`src/rtl/discrete_audio_mixer.sv`:
```
// Serial audio mixer: per-tick channel snapshot, shared-multiplier gain/mute accumulation,
// unsigned saturation, leaky-integrator DC removal and a registered signed 16-bit sample.
module discrete_audio_mixer #(
  parameter int NUM_CH   = 4,
  parameter int GAIN_W   = 8,
  parameter int DC_SHIFT = 10
) (
  input  logic                     clk,
  input  logic                     reset_n,
  input  logic                     clk_48KHz_en,
  input  logic [NUM_CH*16-1:0]     ch_in,
  input  logic [NUM_CH*GAIN_W-1:0] ch_gain,
  input  logic [NUM_CH-1:0]        ch_mute,
  output logic [15:0]              audio_out,
  output logic                     audio_valid,
  output logic                     overrun
);

  localparam int IDX_W  = (NUM_CH > 1) ? $clog2(NUM_CH) : 1;
  localparam int PROD_W = 16 + GAIN_W;
  localparam int ACC_W  = 16 + GAIN_W + $clog2(NUM_CH);
  localparam int SHR_W  = ACC_W - 7;
  localparam int DCA_W  = 16 + DC_SHIFT;

  typedef enum logic [2:0] {S_IDLE, S_ACCUM, S_SAT, S_DCBLK, S_OUT} state_t;

  state_t r_state;
  state_t w_state_next;

  logic [15:0]       r_in   [NUM_CH];
  logic [GAIN_W-1:0] r_gain [NUM_CH];
  logic [NUM_CH-1:0] r_mute;

  logic [ACC_W-1:0]  r_acc;
  logic [IDX_W-1:0]  r_idx;
  logic [15:0]       r_mix;
  logic [DCA_W-1:0]  r_dc_acc;
  logic [15:0]       r_audio_out;
  logic              r_audio_valid;

  logic              w_capture;
  logic              w_accum_en;
  logic              w_sat_en;
  logic              w_dc_en;
  logic              w_last_ch;
  logic [PROD_W-1:0] w_prod;
  logic [SHR_W-1:0]  w_acc_shr;
  logic [15:0]       w_mix_sat;
  logic [15:0]       w_dc;
  logic signed [16:0] w_diff;
  logic [DCA_W-1:0]  w_dc_acc_next;
  logic [15:0]       w_out_next;

  // NOTE: sequential state uses non-blocking assignments; reset is sampled on the clock edge only.
  always_ff @(posedge clk) begin
    if (!reset_n) r_state <= S_IDLE;
    else          r_state <= w_state_next;
  end

  assign w_last_ch = (r_idx == IDX_W'(NUM_CH - 1));

  // NOTE: every always_comb output gets a default first so no latch can be inferred.
  always_comb begin
    w_state_next = r_state;
    case (r_state)
      S_IDLE:  if (clk_48KHz_en) w_state_next = S_ACCUM;
      S_ACCUM: if (w_last_ch)    w_state_next = S_SAT;
      S_SAT:                     w_state_next = S_DCBLK;
      S_DCBLK:                   w_state_next = S_OUT;
      S_OUT:                     w_state_next = S_IDLE;
      default:                   w_state_next = S_IDLE;
    endcase
  end

  always_comb begin
    w_capture  = (r_state == S_IDLE) && clk_48KHz_en;
    w_accum_en = (r_state == S_ACCUM);
    w_sat_en   = (r_state == S_SAT);
    w_dc_en    = (r_state == S_DCBLK);
    overrun    = reset_n && clk_48KHz_en && (r_state != S_IDLE);
  end

  // NOTE: the snapshot is not reset; it is always written at capture before ACCUM reads it.
  always_ff @(posedge clk) begin
    if (w_capture) begin
      for (int k = 0; k < NUM_CH; k++) begin
        r_in[k]   <= ch_in[16*k +: 16];
        r_gain[k] <= ch_gain[GAIN_W*k +: GAIN_W];
      end
      r_mute <= ch_mute;
    end
  end

  assign w_prod = r_mute[r_idx] ? '0 : PROD_W'(r_in[r_idx]) * PROD_W'(r_gain[r_idx]);

  // Q1.7 gain: drop the 7 fractional bits, then saturate to the unsigned 16-bit range.
  assign w_acc_shr = r_acc[ACC_W-1:7];
  assign w_mix_sat = (w_acc_shr > SHR_W'(16'hFFFF)) ? 16'hFFFF : w_acc_shr[15:0];

  assign w_dc          = 16'(r_dc_acc >> DC_SHIFT);
  assign w_diff        = $signed({1'b0, r_mix}) - $signed({1'b0, w_dc});
  assign w_dc_acc_next = r_dc_acc + DCA_W'(r_mix) - DCA_W'(w_dc);

  always_comb begin
    if (w_diff > 17'sd32767)       w_out_next = 16'h7FFF;
    else if (w_diff < -17'sd32768) w_out_next = 16'h8000;
    else                           w_out_next = w_diff[15:0];
  end

  always_ff @(posedge clk) begin
    if (!reset_n) begin
      r_acc         <= '0;
      r_idx         <= '0;
      r_mix         <= '0;
      r_dc_acc      <= '0;
      r_audio_out   <= '0;
      r_audio_valid <= 1'b0;
    end else begin
      r_audio_valid <= w_dc_en;
      if (w_capture) begin
        r_acc <= '0;
        r_idx <= '0;
      end
      if (w_accum_en) begin
        r_acc <= r_acc + ACC_W'(w_prod);
        r_idx <= r_idx + IDX_W'(1);
      end
      if (w_sat_en) r_mix <= w_mix_sat;
      if (w_dc_en) begin
        r_dc_acc    <= w_dc_acc_next;
        r_audio_out <= w_out_next;
      end
    end
  end

  assign audio_out   = r_audio_out;
  assign audio_valid = r_audio_valid;

endmodule

```
`config.mk`:
```
export PLATFORM = sky130hd
export DESIGN_NAME = discrete_audio_mixer
export DESIGN_NICKNAME = d
export VERILOG_FILES = /design/src/rtl/discrete_audio_mixer.sv
export SDC_FILE = /design/constraint.sdc
export NUM_CORES = 1
export LEC_CHECK = 0
export ABC_AREA = 1
export CAP_MARGIN = 20
export CORE_MARGIN = 2
export CORE_UTILIZATION = 54
export CTS_BUF_LIST = sky130_fd_sc_hd__clkbuf_16
export CTS_CLUSTER_DIAMETER = 200
export CTS_CLUSTER_SIZE = 28
export DETAILED_ROUTE_END_ITERATION = 8
export HOLD_SLACK_MARGIN = 0.08
export MAX_ROUTING_LAYER = met4
export PLACE_DENSITY = 0.79
export SETUP_SLACK_MARGIN = 0.15
export SLEW_MARGIN = 20
export SYNTH_ARGS = -nofsm -noshare
export SYNTH_HDL_FRONTEND = slang
export SYNTH_SLANG_ARGS = --single-unit
export TNS_END_PERCENT = 20
```
`constraint.sdc`:
```
create_clock -name clk -period 7 [get_ports clk]
set_input_delay 1.75 -clock clk [delete_from_list [all_inputs] [get_ports clk]]
set_output_delay 1.75 -clock clk [all_outputs]
set_load 0.05 [all_outputs]
```
# Word level (Yosys, flattened, before mapping)
# Memory sizes are Yosys's and may differ from the RTL's. A register that Yosys moved wholly into a read port is not among the register bits.
# Cells that the tools add are included.
# word_totals
reg_bits,94
word_cells,52
n_memories,2
ramBits,96
# op_classes
magnitude_cmp,4
multipliers,1
n_mux,19
n_reduce_logical,7
n_addsub,5
eq_ne,6
# mem_list
memory,words,width,read_ports,rd_ports_with_merged_regs,wr,line,rtl
r_in,4,16,1,1,4,30,logic [15:0] r_in [NUM_CH];
r_gain,4,8,1,1,4,31,logic [GAIN_W-1:0] r_gain [NUM_CH];
# ops
op,n
$mux 26,2
$mux 16,3
$add 26x16->26,1
$add 26x24->26,1
$sub 26x16->26,1
$mul 16x8->24,1
$mux 24,1
$gt 19x16->1 const B,1
$gt 17x16->1 const B,1
$lt 17x16->1 const B,1
$sub 16x16->17,1
$mux 2,6
$pmux 3 s4,1
$eq 3x2->1 const B,2
$mux 3,2
$eq 3x1->1 const B,1
$logic_and 1x1->1,3
$logic_not 3->1,1
$lt 2x3->1 const B,1
$mux 1,3
$reduce_bool 3->1,1
$add 2x1->2 const B,1
$bmux 1 s2,1
$eq 2x2->1 const B,1
4 further kinds,4

# Depth between registers and ports, before layout
# depth
word_depth,6
mapped_depth,39

# Least setup slack after synthesis
# Ideal clock, no wire load.
# synth_path
kind,input port to flip-flop
startpoint,input clk_48KHz_en
endpoint,register with a tool-made name
cell_stages,6
path_slack_ps,56
n_path_buf,1
t_arrival_ps,6808
cell_sequence,inv_1 -> nor2_1 -> nor2_2 -> buf_2 -> nand2_1 -> a21oi_1
# synth_lines
item,line,rtl
"start, declared",10,"input logic clk_48KHz_en,"

==> impl_metrics.ini <==
[worst_setup_path]
worstPathMaxFanout = 17
slowest_stage = fa_1
crit_arrival_ps = 6930
critPathMaxStageDelay_ps = 550
cp-start-kind = flop
critPathRequiredTime_ps = 7370
end_kind = flop
r2r_cells = 29
crit_type = flop to flop
cp_common_cell = nor2_1

[route]
drc_errors = 0
via_per_inst = 5.609
avgRoutedWirePerCell_microns = 18.04
drtPass1Iterations = 8
routed_wl_microns = 46970
drt_iter0_markers = 1128
antenna_left = 0
vias = 14610

[timing]
fmax_mhz = 152.6
finalCritPeriodShare_pct = 93.62
slew_viol_final = 0
hold_viol = 0
fin_skew_ps = 18.88
fin_crit_ps = 6553
worst_pin_slew_ps = 1109
rsz0062_at_grt = yes
setup-violations-final = 0
setup_tns_ps = 0
slew-limit-headroom_pct = 25.49

[logic_synthesis]
synth_edf_count = 100
ys_warn_count = 0
avgSynthCellArea_sq_um = 7.560
synth_top_area_cell = edfxtp_1
netlist_area_sq_mm = 0.01583
synth.distinct_cells = 49
yosys_most_used_dff = edfxtp_1
async_flop_share_pct = 0
yosysSeqAreaShare_pct = 30.60
synthTopCellsByArea = edfxtp_1 19%, fa_1 13%, nand2_1 12%
synth_nets = 2410
yosys_register_bits = 192
synthCells = 2094
synth_top_area_share_pct = 18.97

[run_status]
status = finished clean

[job]
maxCapViolations = 0

[floorplan]
design.die.area_sq_mm = 0.03070
fp.dieH_microns = 175.2
start_util_pct = 55.01
ios = 121
die_x_microns = 175.2
std_cell_rows = 62
core_area_sq_mm = 0.02878

[finish]
drive_gt1_share_pct = 6.441
final_nets = 2523
area_growth_pct = 16.23
n_antenna_cell = 0

[grt]
grt_util_all_layers_pct = 31.79
grt_overflow = 0
grt_pass1_vias = 14570
antenna_found_initial = 0
grt_pass1_wl_microns = 74230
grt_max_degree = 65

[cts]
cts_made_buffers = 17
clock_path_buffers = 2
cts_root_buf = clkbuf_16
cts_sinks = 192
htree_levels = 4
cts_tree = yes
clock_latency_ps = 450
path_clk_slew_ps = 80

[place]
gp_congestion = 0.9912
port_buffers = 120
hpwl_microns = 36960

[hold_path]
min_delay_path_depth = 2
hold_path_class = flop to flop
-- area by class of cell --
type                    instances  area [sq um]
flip-flops and latches        192          4845
well taps                     384         480.5
fillers                      2598         10380
inverters                     379          1436
clock buffers                  17         425.4
clock inverters                15         227.7
multi-input cells            1473          9555
repair buffers                144          1430
-- final timing paths --
| kind | from | to | slack [ps] |
|---|---|---|---|
| max | flop | r_acc[17]$_SDFFE_PN0N_ | 450 |
| min | r_acc[2]$_SDFFE_PN0N_ | r_acc[2]$_SDFFE_PN0N_ | 470 |
| max reg2reg | flop | r_acc[17]$_SDFFE_PN0N_ | 450 |
| min reg2reg | r_acc[2]$_SDFFE_PN0N_ | r_acc[2]$_SDFFE_PN0N_ | 470 |
-- sequential cells by signal (all words and copies together), names as in the netlist, named ones only --
register / count
r_gain: 32
r_state: 3
r_acc: 26
r_mute: 4
audio_valid: 1
r_mix: 16
r_in: 64
r_dc_acc: 26
audio_out: 16
r_idx: 2
-- worst max-delay path, delay by kind of cell (launching register included) --
kind,cells,cell delay (ps)
compound gates,5,1110
xor+xnor,1,250
flops,1,350
simple gates,11,1340
fa+ha+maj,6,2740
buf+inv,6,700
-- cell usage after synthesis, types with 16 or more instances --
master	n
a21oi_1	182
a221oi_1	16
a32oi_1	20
buf_2	20
clkbuf_1	22
dfxtp_1	92
edfxtp_1	100
fa_1	102
ha_1	111
inv_1	376
nand2_1	494
nand3_1	95
nand4_1	26
nor2_1	225
nor3_1	18
o21ai_0	83
xor2_1	18
-- per-layer routing --
metal	vias up	wire length, microns	GRT usage (%)
li1	6979	-	-
met1	6961	18860	38.08
met2	554	23270	54.23
met3	112	3019	4.983
met4	0	1828	11.53
met5	-	0	-
-- logic make-up after synthesis --
kind of cell	after synthesis	share of synthesized area, %
xor gates and xnor gates	25	1.383
and+or+nand+nor	888	23.13
DFF	192	30.60
AOI/OAI and AO/OA	347	12.68
buffers and inverters	429	10.53
adders and majority gates	213	21.67
-- per-stage QoR --
step,hold slack (ps),instance area [sq um],instances,setup WS (ps),utilization [%]
after detailed placement,458.7,17490,2571,74.10,60.76
after CTS,472.2,18140,2603,171.7,63.05
after global routing,499.0,18400,2604,27.28,63.93
after global placement,451.7,17470,2570,-3.065,60.71
after floorplan,435.4,15830,2094,1143,-
final,471.0,18400,2604,446.7,63.93
-- timing repair --
item	CTS	global route
buffers inserted	0	1
gates resized for setup	1	63
setup endpoints to repair	2	15
hold buffers	0	0
pin swaps	0	3
-- placed cells by master (no fill, tap or decap), types with 6 or more instances in the layout --
cell	n
fa_1	102
ha_1	109
a21oi_1	175
a21oi_2	18
nand3_1	95
dfxtp_1	92
inv_2	11
nand2_1	492
o21bai_1	10
nor2_1	219
nor2_2	6
inv_1	363
nor3_1	12
nor3_2	6
o21ai_0	81
a32oi_2	6
buf_4	19
xor2_1	18
nand4_1	26
clkdlybuf4s50_1	120
nand2_2	7
a32oi_1	10
edfxtp_1	100
or2_2	8
xnor2_1	7
a21o_1	7
clkbuf_16	17
a221oi_1	16
Power is not shown: default switching activity piles up to over one toggle a cycle in this logic, so the estimate is an artifact.
